`src/rtl/piso_serializer.sv`:
```
// piso_serializer
// Parallel-in/serial-out serializer with a valid/ready load handshake,
// selectable bit order, shift-enable pacing and frame-boundary flags.
// A new word can be accepted on the last bit of the current frame, so
// frames stream back to back without idle gaps.
//
// Parameters:
//   WIDTH      parallel word width in bits (2..64)
//   MSB_FIRST  1 = IN[WIDTH-1] leaves first, 0 = IN[0] leaves first
//   IDLE_LEVEL level driven on OUT when no frame is active
//
// Ports:
//   CLK         system clock, rising edge
//   RST         asynchronous active-high reset
//   IN          parallel word, captured on an accepted load
//   LOAD_VALID  source offers a word on IN
//   LOAD_READY  word on IN is accepted this cycle (combinational)
//   EN          shift enable / bit-rate strobe
//   OUT         serial data (registered)
//   OUT_VALID   OUT carries a frame bit (registered)
//   LAST        OUT carries the final bit of the frame (registered)
//   BUSY        frame in progress, same as OUT_VALID
module piso_serializer #(
  parameter int WIDTH      = 8,
  parameter bit MSB_FIRST  = 1'b1,
  parameter bit IDLE_LEVEL = 1'b0
) (
  input  logic             CLK,
  input  logic             RST,
  input  logic [WIDTH-1:0] IN,
  input  logic             LOAD_VALID,
  output logic             LOAD_READY,
  input  logic             EN,
  output logic             OUT,
  output logic             OUT_VALID,
  output logic             LAST,
  output logic             BUSY
);

  localparam int CW = $clog2(WIDTH);
  localparam logic [CW-1:0] LAST_CNT = CW'(WIDTH - 1);

  typedef enum logic {IDLE, SHIFT} state_t;

  state_t           state_q, state_d;
  logic [WIDTH-1:0] shreg_q, shreg_d;
  logic [CW-1:0]    count_q, count_d;
  logic             out_q, out_d;
  logic             valid_q, valid_d;
  logic             last_q, last_d;

  logic             at_end;
  logic             accept;
  logic             advance;
  logic             finish;
  logic [WIDTH-1:0] shifted;
  logic             next_bit;
  logic             first_bit;

  // The shift register always holds the bit currently on OUT at its
  // output end, so the next bit is the one just behind it.
  assign shifted   = MSB_FIRST ? (shreg_q << 1) : (shreg_q >> 1);
  assign next_bit  = MSB_FIRST ? shreg_q[WIDTH-2] : shreg_q[1];
  assign first_bit = MSB_FIRST ? IN[WIDTH-1] : IN[0];

  // A new word may enter while idle, or on the edge that retires the
  // final bit of the current frame; that second case gives gapless streaming.
  assign at_end     = (state_q == SHIFT) && (count_q == LAST_CNT);
  assign LOAD_READY = (state_q == IDLE) || (at_end && EN);
  assign accept     = LOAD_VALID && LOAD_READY;
  assign advance    = (state_q == SHIFT) && EN && !at_end;
  assign finish     = at_end && EN && !LOAD_VALID;

  // State register: FSM state, datapath and registered outputs.
  always_ff @(posedge CLK or posedge RST) begin
    if (RST) begin
      state_q <= IDLE;
      shreg_q <= '0;
      count_q <= '0;
      out_q   <= IDLE_LEVEL;
      valid_q <= 1'b0;
      last_q  <= 1'b0;
    end else begin
      state_q <= state_d;
      shreg_q <= shreg_d;
      count_q <= count_d;
      out_q   <= out_d;
      valid_q <= valid_d;
      last_q  <= last_d;
    end
  end

  // Next-state logic: load takes priority, then shifting, then frame end.
  always_comb begin
    state_d = state_q;
    shreg_d = shreg_q;
    count_d = count_q;
    if (accept) begin
      state_d = SHIFT;
      shreg_d = IN;
      count_d = '0;
    end else if (advance) begin
      shreg_d = shifted;
      count_d = count_q + CW'(1);
    end else if (finish) begin
      state_d = IDLE;
      shreg_d = '0;
      count_d = '0;
    end
  end

  // Output logic: computes the values the output flops take on the edge,
  // so OUT/OUT_VALID/LAST change together with the state they describe.
  always_comb begin
    out_d   = out_q;
    valid_d = valid_q;
    last_d  = last_q;
    if (accept) begin
      out_d   = first_bit;
      valid_d = 1'b1;
      last_d  = 1'b0;
    end else if (advance) begin
      out_d   = next_bit;
      last_d  = (count_d == LAST_CNT);
    end else if (finish) begin
      out_d   = IDLE_LEVEL;
      valid_d = 1'b0;
      last_d  = 1'b0;
    end
  end

  assign OUT       = out_q;
  assign OUT_VALID = valid_q;
  assign BUSY      = valid_q;
  assign LAST      = last_q;

endmodule

```
`config.mk`:
```
export PLATFORM = sky130hd
export DESIGN_NAME = piso_serializer
export DESIGN_NICKNAME = d
export VERILOG_FILES = /design/src/rtl/piso_serializer.sv
export SDC_FILE = /design/constraint.sdc
export NUM_CORES = 1
export LEC_CHECK = 0
export CAP_MARGIN = 20
export CELL_PAD_IN_SITES_DETAIL_PLACEMENT = 1
export CELL_PAD_IN_SITES_GLOBAL_PLACEMENT = 2
export CORE_MARGIN = 2
export CORE_UTILIZATION = 36
export DETAILED_ROUTE_END_ITERATION = 10
export DONT_BUFFER_PORTS = 1
export PLACE_DENSITY_LB_ADDON = 0.05
export SLEW_MARGIN = 0
export SYNTH_ARGS = -nofsm -noshare
export SYNTH_HDL_FRONTEND = slang
export SYNTH_SLANG_ARGS = --single-unit
```
`constraint.sdc`:
```
create_clock -name CLK -period 1.7 [get_ports CLK]
set_input_delay 0.425 -clock CLK [delete_from_list [all_inputs] [get_ports CLK]]
set_output_delay 0.425 -clock CLK [all_outputs]
set_load 0.05 [all_outputs]
```
# After elaboration in Yosys (flattened, before gate mapping)
# Cells that the tools add are included.
# Widths: inputs -> output; s select.
# totals
register_bits	13
in_bits	12
output_inout_bits	5
word_cells	35
# op_classes
add_sub_neg	1
n_eq_ne	3
n_mux	13
bitwise	1
reduce_logical	12
# op_table
cell	n
$mux 7	3
$mux 3	3
$mux 1	7
$eq 3x3->1 const B	2
$logic_and 1x1->1	6
$add 3x1->3 const B	1
$reduce_bool 3->1	1
$logic_not 1->1	2
$ne 2x2->1 const B	1
$reduce_and 2->1	1
$reduce_bool 2->1	1
$logic_or 1x1->1	1
$not 1->1	1

# Logic depth before layout (Yosys ltp)
# Gate-level depths: netlist of run 1.
# depth
depth_word	10
depth_mapped	6
depth_no_buf	5

# Least setup slack after synthesis of run 1
# No wires, ideal clock.
# synth_timing
path_kind	reg-to-output
startpoint	reg, netlist name BUSY
endpoint	out LOAD_READY
arrival_time_ps	1199
required_time_ps	1275
path_slack_ps	76
path_stages_with_launch	4
path_buffers	2
cell_sequence	dfrtp_1 buf_6 a21bo_1 buf_6
# synth_rtl
item	line_no	text
end: declaration	32	output logic LOAD_READY,

# Worst setup path after layout of run 1
# layout_timing
startpoint	reg count_q[0]
endpoint	out LOAD_READY
# layout_via
elab_chain_cells	4
# layout_rtl
item	line_no	text
start: declaration	47	logic [CW-1:0] count_q, count_d;
start signal: assignment	86	count_q <= count_d;
$eq 3x3->1	68	assign at_end = (state_q == SHIFT) && (count_q == LAST_CNT);
$logic_and 1x1->1	68	
$logic_and 1x1->1	69	assign LOAD_READY = (state_q == IDLE) || (at_end && EN);
$logic_or 1x1->1	69	
# No other way between the ends.

==> reports/metrics.cfg, run 1 <==
[detailed_routing]
dr_total_vias = 537
routedWlPerCell_um = 17.28
routed.top_layer = met4
drt_iter0_markers = 5
wl_met1_um = 808
drtPass1Iterations = 4
via_per_inst = 5.480
ant_nets = 0
dr_wl_met3_um = 69
wl_met2_um = 799
drc = 0
detail_route.wirelength_mm = 1.693

[global_route]
grt_max_degree = 15
grt-ovfl-total = 0
antenna_found_initial = 0
grt_pass1_vias = 574
grt_pass1_wl_mm = 2.580
grt_usage = 0.1677

[placed_design]
dp_hpwl_mm = 1.127
placed_area_um2 = 735.7
port_buffers = 0
gp_congestion = 0.6607

[clock_network]
clk_pin_slew_ns = 0.08
clock_latency_ns = 0.28
cts_tree = built
hold_buffers = 0
cts.sinks = 13
cts_htree_levels = 1
numCtsBuffers = 3
clockRootBuffer = clkbuf_4
ctsLongestPathBuffers = 2

[worst_setup_path]
required_ns = 1.27
crit_fanout = 2
cp_slowest_cell = dfrtp_1
critPathLaunchType = flip-flop
crit_path_end_kind = output port
critical-path-max-stage-delay_ns = 0.40
arrival_ns = 1.40
path_cells = ha_2 > ha_4 > a21bo_4 > buf_12
path_class = flip-flop to output port
r2r_cells = 7

[synth]
syn_avg_cell_area_um2 = 10.72
syn_inst = 65
yosysUniqueCellTypes = 26
postSynthRegisterBits = 13
syn_area_um2 = 696.9
synth-seq-area-share = 0.4668
ys_warn_count = 0
syn_nets = 79

[power]
combPwrFrac = 0.428
internal-power_mw = 0.7757
swShare = 0.3741
power_frac_clock = 0.156
p_sw_mw = 0.4637
power.density_mw_per_mm2 = 1524
seqPwrFrac = 0.415
p_leak_nw = 0.3601
ir_drop_mv = 0.6181

[sta]
period_share = 1.075
relSlewSlack = 0.6492
skew_ns = 0.003433
setup_viol = 1
holdWs_ns = 0.06378
hold_violations = 0
rsz0062_at_grt = true
fin_crit_ns = 1.828
setup_ws_ns = -0.1282
worst_pin_slew_ns = 0.5256
final-max-slew-violation-count = 0
fmax_mhz = 547.0

[die]
die_area_mm2 = 0.002304
coreArea_mm2 = 0.001783
die_w_um = 48
rows = 15
die_y_um = 48
start_util = 0.3909
pin_count = 17

[cells_and_area]
drive_above_1_share = 0.2877
synthToLayoutAreaGrowth_pct = 16.70
n_antenna_cell = 0
fin_area_um2 = 813.3
layout.nets = 88
multi_input_area_um2 = 324.1
fillers = 206
ff_latch_area_um2 = 325.3

[min_path]
hp-class = input port to asynchronous set/reset pin

[status]
outcome = complete, but fails checks
violations = negative setup slack

[run]
maxCapViolations = 0

layer usage:
| metal | vias up | global-route usage |
|---|---|---|
| met5 | - | 0 |
| met4 | 0 | 0.05946 |
| met3 | 2 | 0.04151 |
| met2 | 13 | 0.2773 |
| met1 | 263 | 0.2115 |
| li1 | 259 | - |
cell families after synthesis:
logic type | share of synthesized area
adders and majority gates | 0.03590
buffers and inverters | 0.09873
and+or+nand+nor | 0.1113
AOI/OAI and AO/OA | 0.2352
DFF | 0.4668
muxes | 0.05206
cells in the final DEF (no fill, tap or decap), drive strengths merged, types with 2 or more instances in the layout:
master	n
dfrtp	13
a32oi	7
mux2	2
a21oi	7
nor2	9
ha	2
a32o	2
buf	11
a22o	2
inv	3
clkbuf	4
critical path: cells and delay by family, from the launching register on:
family	cells	cell delay [ns]
DFF	1	0.40
adders and majority gates	2	0.35
AOI/OAI and AO/OA	1	0.22
buffers and inverters	1	0.15
synthesized netlist by cell type:
cell type	instances	area, um2
dfrtp_1	13	325.3
a21o_2	1	8.760
buf_6	2	22.52
ha_1	2	25.02
nand3b_1	1	7.510
and3b_2	1	10.01
a21bo_1	1	10.01
nor3_1	1	5.000
a32o_1	2	20.02
nand2_1	1	3.750
mux2i_1	1	10.01
a32oi_1	7	61.31
buf_4	1	7.510
nor2_1	9	33.78
a22o_1	2	17.52
buf_2	2	10.01
o21ai_0	1	5.000
or2b_1	1	7.510
clkbuf_8	1	13.76
a21oi_1	7	35.03
nor4bb_1	1	10.01
inv_1	3	11.26
mux2_2	1	11.26
mux2_4	1	15.01
o22ai_1	1	6.260
clkbuf_1	1	3.750
through the flow:
stage / total power, mW / setup WS [ns] / util / setup TNS (ns) / std cells
2_1_floorplan: 0.8345 / 0.07570 / - / 0 / 65
3_3_place_gp: 0.9141 / 0.1159 / 0.4126 / 0 / 90
3_5_place_dp: 0.9450 / 0.08088 / 0.4126 / 0 / 90
4_1_cts: 1.228 / -0.1286 / 0.4519 / -0.1286 / 97
5_1_grt: 1.323 / -0.1682 / 0.4561 / -0.1682 / 98
6_report: 1.239 / -0.1282 / 0.4561 / -0.1282 / 98
repair_timing:
item                       in CTS  in global routing
cloned                          0                  0
setup endpoints to repair       1                  6
hold endpoints to repair        0                  0
setup buffers                   3                  1
gates resized for setup         5                  0
pin swaps                       2                  1
power groups by stage:
stage / sequential [mW] / clock, mW / combinational (mW)
floorplan: 0.518 / 0 / 0.316
global placement: 0.513 / 0 / 0.401
detailed placement: 0.519 / 0 / 0.426
CTS: 0.513 / 0.203 / 0.513
global route: 0.527 / 0.217 / 0.579
finish: 0.515 / 0.194 / 0.531
final cells by class:
type / count / share of cell area
flip-flops and latches: 13 / 0.4000
multi-input cells: 42 / 0.3985
repair buffers: 11 / 0.1169
well taps: 25 / 0.03846
clock buffers: 4 / 0.03231
inverters: 3 / 0.01385
registers in the layout (all words and copies together) (netlist names):
signal / count
shreg_q: 7
count_q: 3
BUSY: 1
OUT: 1
LAST: 1
path summary, 6_finish.rpt:
kind | startpoint | end | slack [ns]
max | count_q[0] | LOAD_READY | -0.13
min | RST | shreg_q[1] | 0.06
max reg2reg | count_q[0] | shreg_q[4] | 0.04
min reg2reg | shreg_q[0] | shreg_q[0] | 0.52
max in group asynchronous | RST | count_q[2] | 1.29
min in group CLK | LOAD_VALID | BUSY | 0.26
(Power assumes the default switching activity.)
==> inputs of run 2 (changes only) <==
--- a/config.mk
+++ b/config.mk
@@ -12,6 +12,7 @@
 export CORE_UTILIZATION = 36
 export DETAILED_ROUTE_END_ITERATION = 10
 export DONT_BUFFER_PORTS = 1
+export HOLD_SLACK_MARGIN = 0.08
 export PLACE_DENSITY_LB_ADDON = 0.05
 export SLEW_MARGIN = 0
 export SYNTH_ARGS = -nofsm -noshare
==> reports/metrics.cfg, run 2 (synthesized netlist as in run 1, its figures left out) <==
[worst_setup_path]
crit_fanout = 2
crit_buf_inv = 1
path_delay_family = flip-flops
required_ns = 1.27
cp_slowest_cell = dfrtp_1
path_cells = ha_2 > ha_4 > a21bo_4 > buf_12
critPathLaunchType = flip-flop
crit_path_end_kind = output port
critical-path-max-stage-delay_ns = 0.40
path_class = flip-flop to output port
arrival_ns = 1.40

[cells_and_area]
largest_reg_flops = 7
fin_area_um2 = 823.3
mostFrequentLayoutCells = 13 x dfrtp_1, 10 x buf_4, 9 x nor2_1
fillers = 206
layout.cells.non_filler = 99
reg.largest.list = shreg_q (7), count_q (3)
n_antenna_cell = 0
drive_above_1_share = 0.2838
regMostFlops = shreg_q
synthToLayoutAreaGrowth_pct = 18.13
final_common_cell = dfrtp_1
layout.nets = 89

[global_route]
grt_pass1_wl_mm = 2.580
grt_usage = 0.1677
grt_pass1_vias = 574
antenna_found_initial = 0
grt_max_degree = 15
grt-ovfl-total = 0

[die]
pin_count = 17
die_y_um = 48
die_w_um = 48
coreArea_mm2 = 0.001783
start_util = 0.3909
rows = 15
die_area_mm2 = 0.002304

[power]
ir_drop_mv = 0.6180
p_total_mw = 1.241
internal-power_mw = 0.7771
p_leak_nw = 0.3643
power.density_mw_per_mm2 = 1508
p_sw_mw = 0.4642
power_frac_clock = 0.156
seqPwrFrac = 0.415
swShare = 0.3739
combPwrFrac = 0.429

[min_path]
hp-class = input port to flip-flop

[placed_design]
dp_hpwl_mm = 1.127
placed_area_um2 = 735.7
gp_congestion = 0.6607
port_buffers = 0
dp_cells = 90

[run]
maxCapViolations = 0

[detailed_routing]
routedWlPerCell_um = 17.18
drt_iter0_markers = 5
via_per_inst = 5.434
ant_nets = 0
drc = 0
dr_total_vias = 538
drtPass1Iterations = 4
detail_route.wirelength_mm = 1.701

[status]
violations = negative setup slack
outcome = complete, but fails checks

[clock_network]
clk_pin_slew_ns = 0.08
ctsLongestPathBuffers = 2
cts_htree_levels = 1
cts.sinks = 13
cts_tree = built
clock_latency_ns = 0.28
numCtsBuffers = 3
clockRootBuffer = clkbuf_4

[sta]
hold_violations = 0
fmax_mhz = 546.9
period_share = 1.075
holdWs_ns = 0.2615
skew_ns = 0.003479
final-max-slew-violation-count = 0
worst_pin_slew_ns = 0.5255
rsz0062_at_grt = true
setup_ws_ns = -0.1283
fin_crit_ns = 1.828
setup_viol = 1
relSlewSlack = 0.6493

run 2: changes by cell type in the layout (fill, tap and decap cells not counted), sizes merged:
cell	delta
dlygate4sd3	+1
run 2: power by group through the flow:
stage | combinational, mW | clock [mW] | sequential [mW]
finish | 0.533 | 0.194 | 0.515
global route | 0.581 | 0.217 | 0.527
CTS | 0.515 | 0.203 | 0.513
detailed placement | 0.426 | 0 | 0.519
global placement | 0.401 | 0 | 0.513
floorplan | 0.316 | 0 | 0.518
run 2: timing repair:
action | in CTS | in global routing
setup endpoints to repair | 1 | 6
hold endpoints to repair | 13 | 0
resized for setup | 5 | 0
setup buffers | 3 | 1
hold buffers | 1 | 0
pin swaps | 2 | 1
run 2: area by class of cell:
type / instances / area [um2] / share of cell area
flip-flops and latches: 13 / 325.3 / 0.3951
inverters: 3 / 11.26 / 0.01368
multi-input cells: 42 / 324.1 / 0.3936
clock buffers: 4 / 26.28 / 0.03191
well taps: 25 / 31.28 / 0.03799
repair buffers: 12 / 105.1 / 0.1277
run 2: routing by layer:
metal,track usage,vias up,share of wire
met5,0,-,0
met4,0.05946,0,0.0094
met3,0.04151,2,0.041
met2,0.2773,13,0.47
met1,0.2115,262,0.48
li1,-,261,-
run 2: stage by stage:
stage	setup slack, ns	utilization	setup TNS [ns]
floorplan	0.07570	-	0
global placement	0.1159	0.4126	0
detailed placement	0.08088	0.4126	0
CTS	-0.1286	0.4575	-0.1286
global route	-0.1682	0.4618	-0.1682
finish	-0.1283	0.4618	-0.1283
run 2: worst paths after layout:
path | cells after the start | slack (ns) | from | to
min in group asynchronous | 2 | 0.62 | RST | shreg_q[1]
hold / removal | 1 | 0.26 | LOAD_VALID | BUSY
setup / recovery | 4 | -0.13 | count_q[0] | LOAD_READY
setup reg to reg | 7 | 0.04 | count_q[0] | shreg_q[4]
max in group asynchronous | 2 | 0.73 | RST | count_q[2]
hold reg to reg | 1 | 0.52 | shreg_q[0] | shreg_q[0]
